==> config.mk <==
export PLATFORM = sky130hd
export DESIGN_NAME = core_fetch
export DESIGN_NICKNAME = d
export VERILOG_FILES = /design/src/rtl/core_fetch.sv
export SDC_FILE = /design/constraint.sdc
export NUM_CORES = 1
export LEC_CHECK = 0
export ABC_AREA = 1
export ABC_CLOCK_PERIOD_IN_PS = 6400
export CORE_ASPECT_RATIO = 1.2
export CORE_UTILIZATION = 50
export CTS_CLUSTER_SIZE = 14
export DETAILED_ROUTE_END_ITERATION = 7
export PLACE_DENSITY = 0.79
export SETUP_SLACK_MARGIN = 0.2
export SLEW_MARGIN = 30
export SYNTH_ARGS = -nofsm -noshare
export SYNTH_HDL_FRONTEND = slang
export SYNTH_SLANG_ARGS = --single-unit
==> constraint.sdc <==
create_clock -name clk -period 6.4 [get_ports clk]
set_input_delay 1.28 -clock clk [delete_from_list [all_inputs] [get_ports clk]]
set_output_delay 1.28 -clock clk [all_outputs]
set_load 0.03 [all_outputs]
==> src/rtl/core_fetch.sv <==
// Instruction fetch front-end: issues word fetches, queues in-order responses with their PC,
// and hands {pc, instr, fault} downstream. Optional stall counter under CORE_FETCH_PERF_EN.
module core_fetch #(
    parameter int          DEPTH    = 4,
    parameter logic [31:0] RESET_PC = 32'h0000_0000
) (
    input  logic        clk,
    input  logic        rst_n,
    input  logic        redirect_valid,
    input  logic [31:0] redirect_pc,
    output logic        req_valid,
    input  logic        req_ready,
    output logic [31:0] req_addr,
    input  logic        rsp_valid,
    input  logic [31:0] rsp_data,
    input  logic        rsp_fault,
    output logic        out_valid,
    input  logic        out_ready,
    output logic [31:0] out_pc,
    output logic [31:0] out_instr,
    output logic [1:0]  out_fault,
    output logic [31:0] stall_cycles
);
    localparam int              PTR_W   = $clog2(DEPTH);
    localparam int              CNT_W   = PTR_W + 1;
    localparam logic [CNT_W:0]  DEPTH_C = (CNT_W + 1)'(DEPTH);

    logic [31:0]      fetch_pc;
    logic [CNT_W-1:0] wr_ptr;
    logic [CNT_W-1:0] fill_ptr;
    logic [CNT_W-1:0] rd_ptr;
    logic [CNT_W-1:0] outstanding;
    logic [CNT_W-1:0] discard;
    logic [CNT_W-1:0] filled;
    logic             halted;
    logic             misalign_pend;
    logic             req_fire;
    logic             rsp_keep;
    logic             pop;
    logic             redir_misaligned;

    logic [31:0] q_pc    [DEPTH];
    logic [31:0] q_instr [DEPTH];
    logic [1:0]  q_fault [DEPTH];

    // Slots are allocated at issue (wr_ptr), filled by responses (fill_ptr), drained at rd_ptr.
    // Only filled entries count against issue; unfilled slots are already covered by outstanding.
    assign filled           = fill_ptr - rd_ptr;
    assign req_valid        = rst_n && !redirect_valid && !halted
                              && (({1'b0, outstanding} + {1'b0, filled}) < DEPTH_C);
    assign req_addr         = fetch_pc;
    assign req_fire         = req_valid && req_ready;
    assign rsp_keep         = rsp_valid && (discard == '0);
    assign out_valid        = (rd_ptr != fill_ptr);
    assign pop              = out_valid && out_ready;
    assign redir_misaligned = (redirect_pc[1:0] != 2'b00);

    assign out_pc    = q_pc[rd_ptr[PTR_W-1:0]];
    assign out_instr = q_instr[rd_ptr[PTR_W-1:0]];
    assign out_fault = q_fault[rd_ptr[PTR_W-1:0]];

    always_ff @(posedge clk or negedge rst_n) begin
        if (!rst_n) begin
            fetch_pc      <= RESET_PC;
            wr_ptr        <= '0;
            fill_ptr      <= '0;
            rd_ptr        <= '0;
            outstanding   <= '0;
            discard       <= '0;
            halted        <= 1'b0;
            misalign_pend <= 1'b0;
        end else if (redirect_valid) begin
            // Every response still owed after this edge belongs to a squashed request.
            fetch_pc      <= redirect_pc;
            wr_ptr        <= '0;
            fill_ptr      <= '0;
            rd_ptr        <= '0;
            outstanding   <= outstanding - CNT_W'(rsp_valid);
            discard       <= outstanding - CNT_W'(rsp_valid);
            halted        <= redir_misaligned;
            misalign_pend <= redir_misaligned;
        end else begin
            outstanding <= outstanding + CNT_W'(req_fire) - CNT_W'(rsp_valid);
            if (rsp_valid && (discard != '0)) begin
                discard <= discard - 1'b1;
            end
            if (req_fire) begin
                fetch_pc <= fetch_pc + 32'd4;
            end
            wr_ptr   <= wr_ptr + CNT_W'(req_fire) + CNT_W'(misalign_pend);
            fill_ptr <= fill_ptr + CNT_W'(rsp_keep) + CNT_W'(misalign_pend);
            rd_ptr   <= rd_ptr + CNT_W'(pop);
            if (rsp_keep && rsp_fault) begin
                halted <= 1'b1;
            end
            misalign_pend <= 1'b0;
        end
    end

    // Queue payload carries no reset; validity comes entirely from the pointers.
    always_ff @(posedge clk) begin
        if (!redirect_valid) begin
            if (misalign_pend) begin
                q_pc[wr_ptr[PTR_W-1:0]]    <= fetch_pc;
                q_instr[wr_ptr[PTR_W-1:0]] <= '0;
                q_fault[wr_ptr[PTR_W-1:0]] <= 2'b10;
            end else if (req_fire) begin
                q_pc[wr_ptr[PTR_W-1:0]] <= fetch_pc;
            end
            if (rsp_keep) begin
                q_instr[fill_ptr[PTR_W-1:0]] <= rsp_fault ? 32'h0 : rsp_data;
                q_fault[fill_ptr[PTR_W-1:0]] <= {1'b0, rsp_fault};
            end
        end
    end

`ifdef CORE_FETCH_PERF_EN
    logic [31:0] stall_cnt;

    always_ff @(posedge clk or negedge rst_n) begin
        if (!rst_n) begin
            stall_cnt <= '0;
        end else if (out_ready && !out_valid && !redirect_valid && (stall_cnt != '1)) begin
            stall_cnt <= stall_cnt + 32'd1;
        end
    end

    assign stall_cycles = stall_cnt;
`else
    assign stall_cycles = '0;
`endif

endmodule

==> impl_metrics.tcl <==
set metrics [dict create \
    postCtsSetupRepairBufs 0 \
    relSlewSlack_pct 43.08 \
    n_fill_cell 2225 \
    critPathArrivalTime_ns 3.68 \
    rows 67 \
    max_cap_violations 0 \
    antenna_cells_inserted 0 \
    dpl.cell_count 1893 \
    ys_types 35 \
    avgSynthCellArea_um2 10.14 \
    slew_violations 0 \
    min_path_type "flip-flop to flip-flop" \
    crit_required_ns 5.12 \
    clk_pin_slew_worst_paths_ns 0.06 \
    vias 10530 \
    cts_resized 0 \
    cts_made_buffers 29 \
    power_density_mw_per_mm2 384.2 \
    mostFrequentLayoutCell "nor2_1" \
    grt_overflow 0 \
    ys.flop_type "edfxtp_1" \
    ys_seq_area_share_pct 64.22 \
    tns_ns 0 \
    period_share_pct 77.45 \
    first_global_vias 10380 \
    grt_setup_unrepaired "false" \
    pre_cts_ws_ns 1.542 \
    viasPerCell 5.410 \
    final_hold_viol_count 0 \
    cts.sinks 312 \
    tritoncts "yes" \
    core_mm2 0.02792 \
    gr-usage-all-layers_pct 24.28 \
    pin_count 203 \
    syn_inst 1396 \
    drt_iter0_drc 988 \
    fin_cells 1946 \
    drt_wl_total_mm 34.64 \
    grt_pass1_wl_mm 54.68 \
    fmax_ghz 0.2017 \
    die_w_um 155.6 \
    start_kind "flip-flop" \
    ctsLongestPathBuffers 3 \
    synth-async-reset-ratio_pct 15.38 \
    placedInstanceArea_mm2 0.01604 \
    first_pass_iters 5 \
    areaGrowthSynthToFinish_pct 19.79 \
    cp_max_fo 101 \
    worstSetupPathType "flip-flop to output port" \
    cts_root_buf "clkbuf_16" \
    drive_gt1_share_pct 5.935 \
    layout_setup_ws_ns 1.443 \
    insertion_delay_ns 0.55 \
    routedWlPerCell_um 17.80 \
    nets 1634 \
    drtAntennaViolNets 0 \
    grt_max_degree 102 \
    setup_violations 0 \
    place.detailed.hpwl_mm 21.53 \
    hold_depth 2 \
    cts_hold_buf 0 \
    fin_skew_ns 0.01127 \
    tightest_slew_ns 0.8514 \
    final_cell_mix "313 x nor2_1, 260 x edfxtp_1, 239 x nand2_1, 169 x clkdlybuf4s50_1, 146 x o21ai_0" \
    dieHeight_um 186.3 \
    period_minus_slack_ns 4.957 \
    antenna_found_initial 2 \
    status "finished, final reports clean" \
    fin_area_mm2 0.01695 \
    gp_congestion 0.9076 \
    die_area_mm2 0.02898 \
    ys_warn_count 0 \
    synth-edff-count 260 \
    crit_path_end_kind "output port" \
    leakagePower_nw 6.629 \
    synth_seq_cells 312 \
    drcViolationCount 0 \
    syn_area_mm2 0.01415 \
    initial_core_util_pct 50.70 \
    htreeDepth 1 \
    vdd_drop_max_uv 339.5 \
    reg2reg_depth 17 \
    io_buffer_count 170 \
]
[where the power goes]
group	internal (W)	switching, W	leakage [nW]
Combinational	0.000810	0.00148	3.00
Sequential	0.00239	0.000167	3.20
Clock	0.000950	0.000725	0.435
[Yosys cell counts, drive strengths merged, types with 7 or more instances]
cell type	n	area [um2]
nand3	65	335.3
clkbuf	42	157.7
nor2	318	1221
inv	78	292.8
xnor2	7	61.31
a21oi	12	60.06
edfxtp	260	7807
nor3	10	65.06
o22ai	65	406.6
nand2	243	927.1
ha	14	175.2
o21ai	146	730.7
buf	61	419.1
dfrtp	48	1201
[critical path: stages, from the launching register on]
cell             delay, ns
dfrtp_4               0.66
buf_6                 0.59
clkinv_2              0.15
buf_4                 0.35
o21ai_0               0.23
a21oi_1               0.06
a21oi_1               0.31
clkdlybuf4s50_1       0.74
[kinds of logic (layout without fill, tap and decap cells)]
| logic type | after synthesis | after routing | synth area share, % |
|---|---|---|---|
| other | 1 | 32 | 0.02650 |
| buffers and inverters | 183 | 323 | 6.215 |
| AOI/OAI and AO/OA | 227 | 227 | 8.664 |
| DFF | 312 | 312 | 64.22 |
| adders and majority gates | 18 | 18 | 1.804 |
| xor gates and xnor gates | 12 | 12 | 0.7426 |
| and+or+nand+nor | 643 | 643 | 18.33 |
[area by class of cell]
type	count	area (um2)	area share, %
timing repair buffer	190	1851	10.92
clock inverter	10	101.3	0.5978
clock buffer	43	808.3	4.768
sequential	312	9094	53.64
multi-input combinational	932	4320	25.49
tap	379	474.2	2.797
inverter	80	304.0	1.793
[registers in the layout, summed over array words and instances (netlist names), 2 cells and up]
name,flops
q_instr,128
q_pc,128
req_addr,32
q_fault,8
discard,3
fill_ptr,3
outstanding,3
rd_ptr,3
wr_ptr,2
[per-stage QoR]
step	power, W	hold slack [ns]	utilization (%)
2_1_floorplan	0.003984	0.4256	-
3_3_place_gp	0.004819	0.4360	57.46
3_5_place_dp	0.004873	0.4400	57.46
4_1_cts	0.006535	0.4498	60.71
5_1_grt	0.006814	0.4672	60.73
6_report	0.006513	0.4486	60.73
[layer usage]
metal	wire, um	GRT usage [%]	part of all wire (%)
met1	13470	29.57	39
met2	17430	43.71	50
met3	2971	4.773	8.6
met4	756	7.176	2.2
met5	12	0	0.035
[worst paths after layout]
path / slack [ns] / endpoint / from
max reg2reg: 2.57 / outstanding[2]$_DFF_PN0_ / rd_ptr[0]$_DFF_PN0_
min: 0.45 / q_fault[2][1]$_SDFFE_PP0P_ / q_fault[2][1]$_SDFFE_PP0P_
min in group asynchronous: 0.97 / req_addr[18]$_DFFE_PN0N_ / rst_n
min reg2reg: 0.45 / q_fault[2][1]$_SDFFE_PP0P_ / q_fault[2][1]$_SDFFE_PP0P_
max in group asynchronous: 4.93 / rd_ptr[0]$_DFF_PN0_ / rst_n
max: 1.44 / out_fault[1] / rd_ptr[0]$_DFF_PN0_
(Power assumes the default switching activity.)
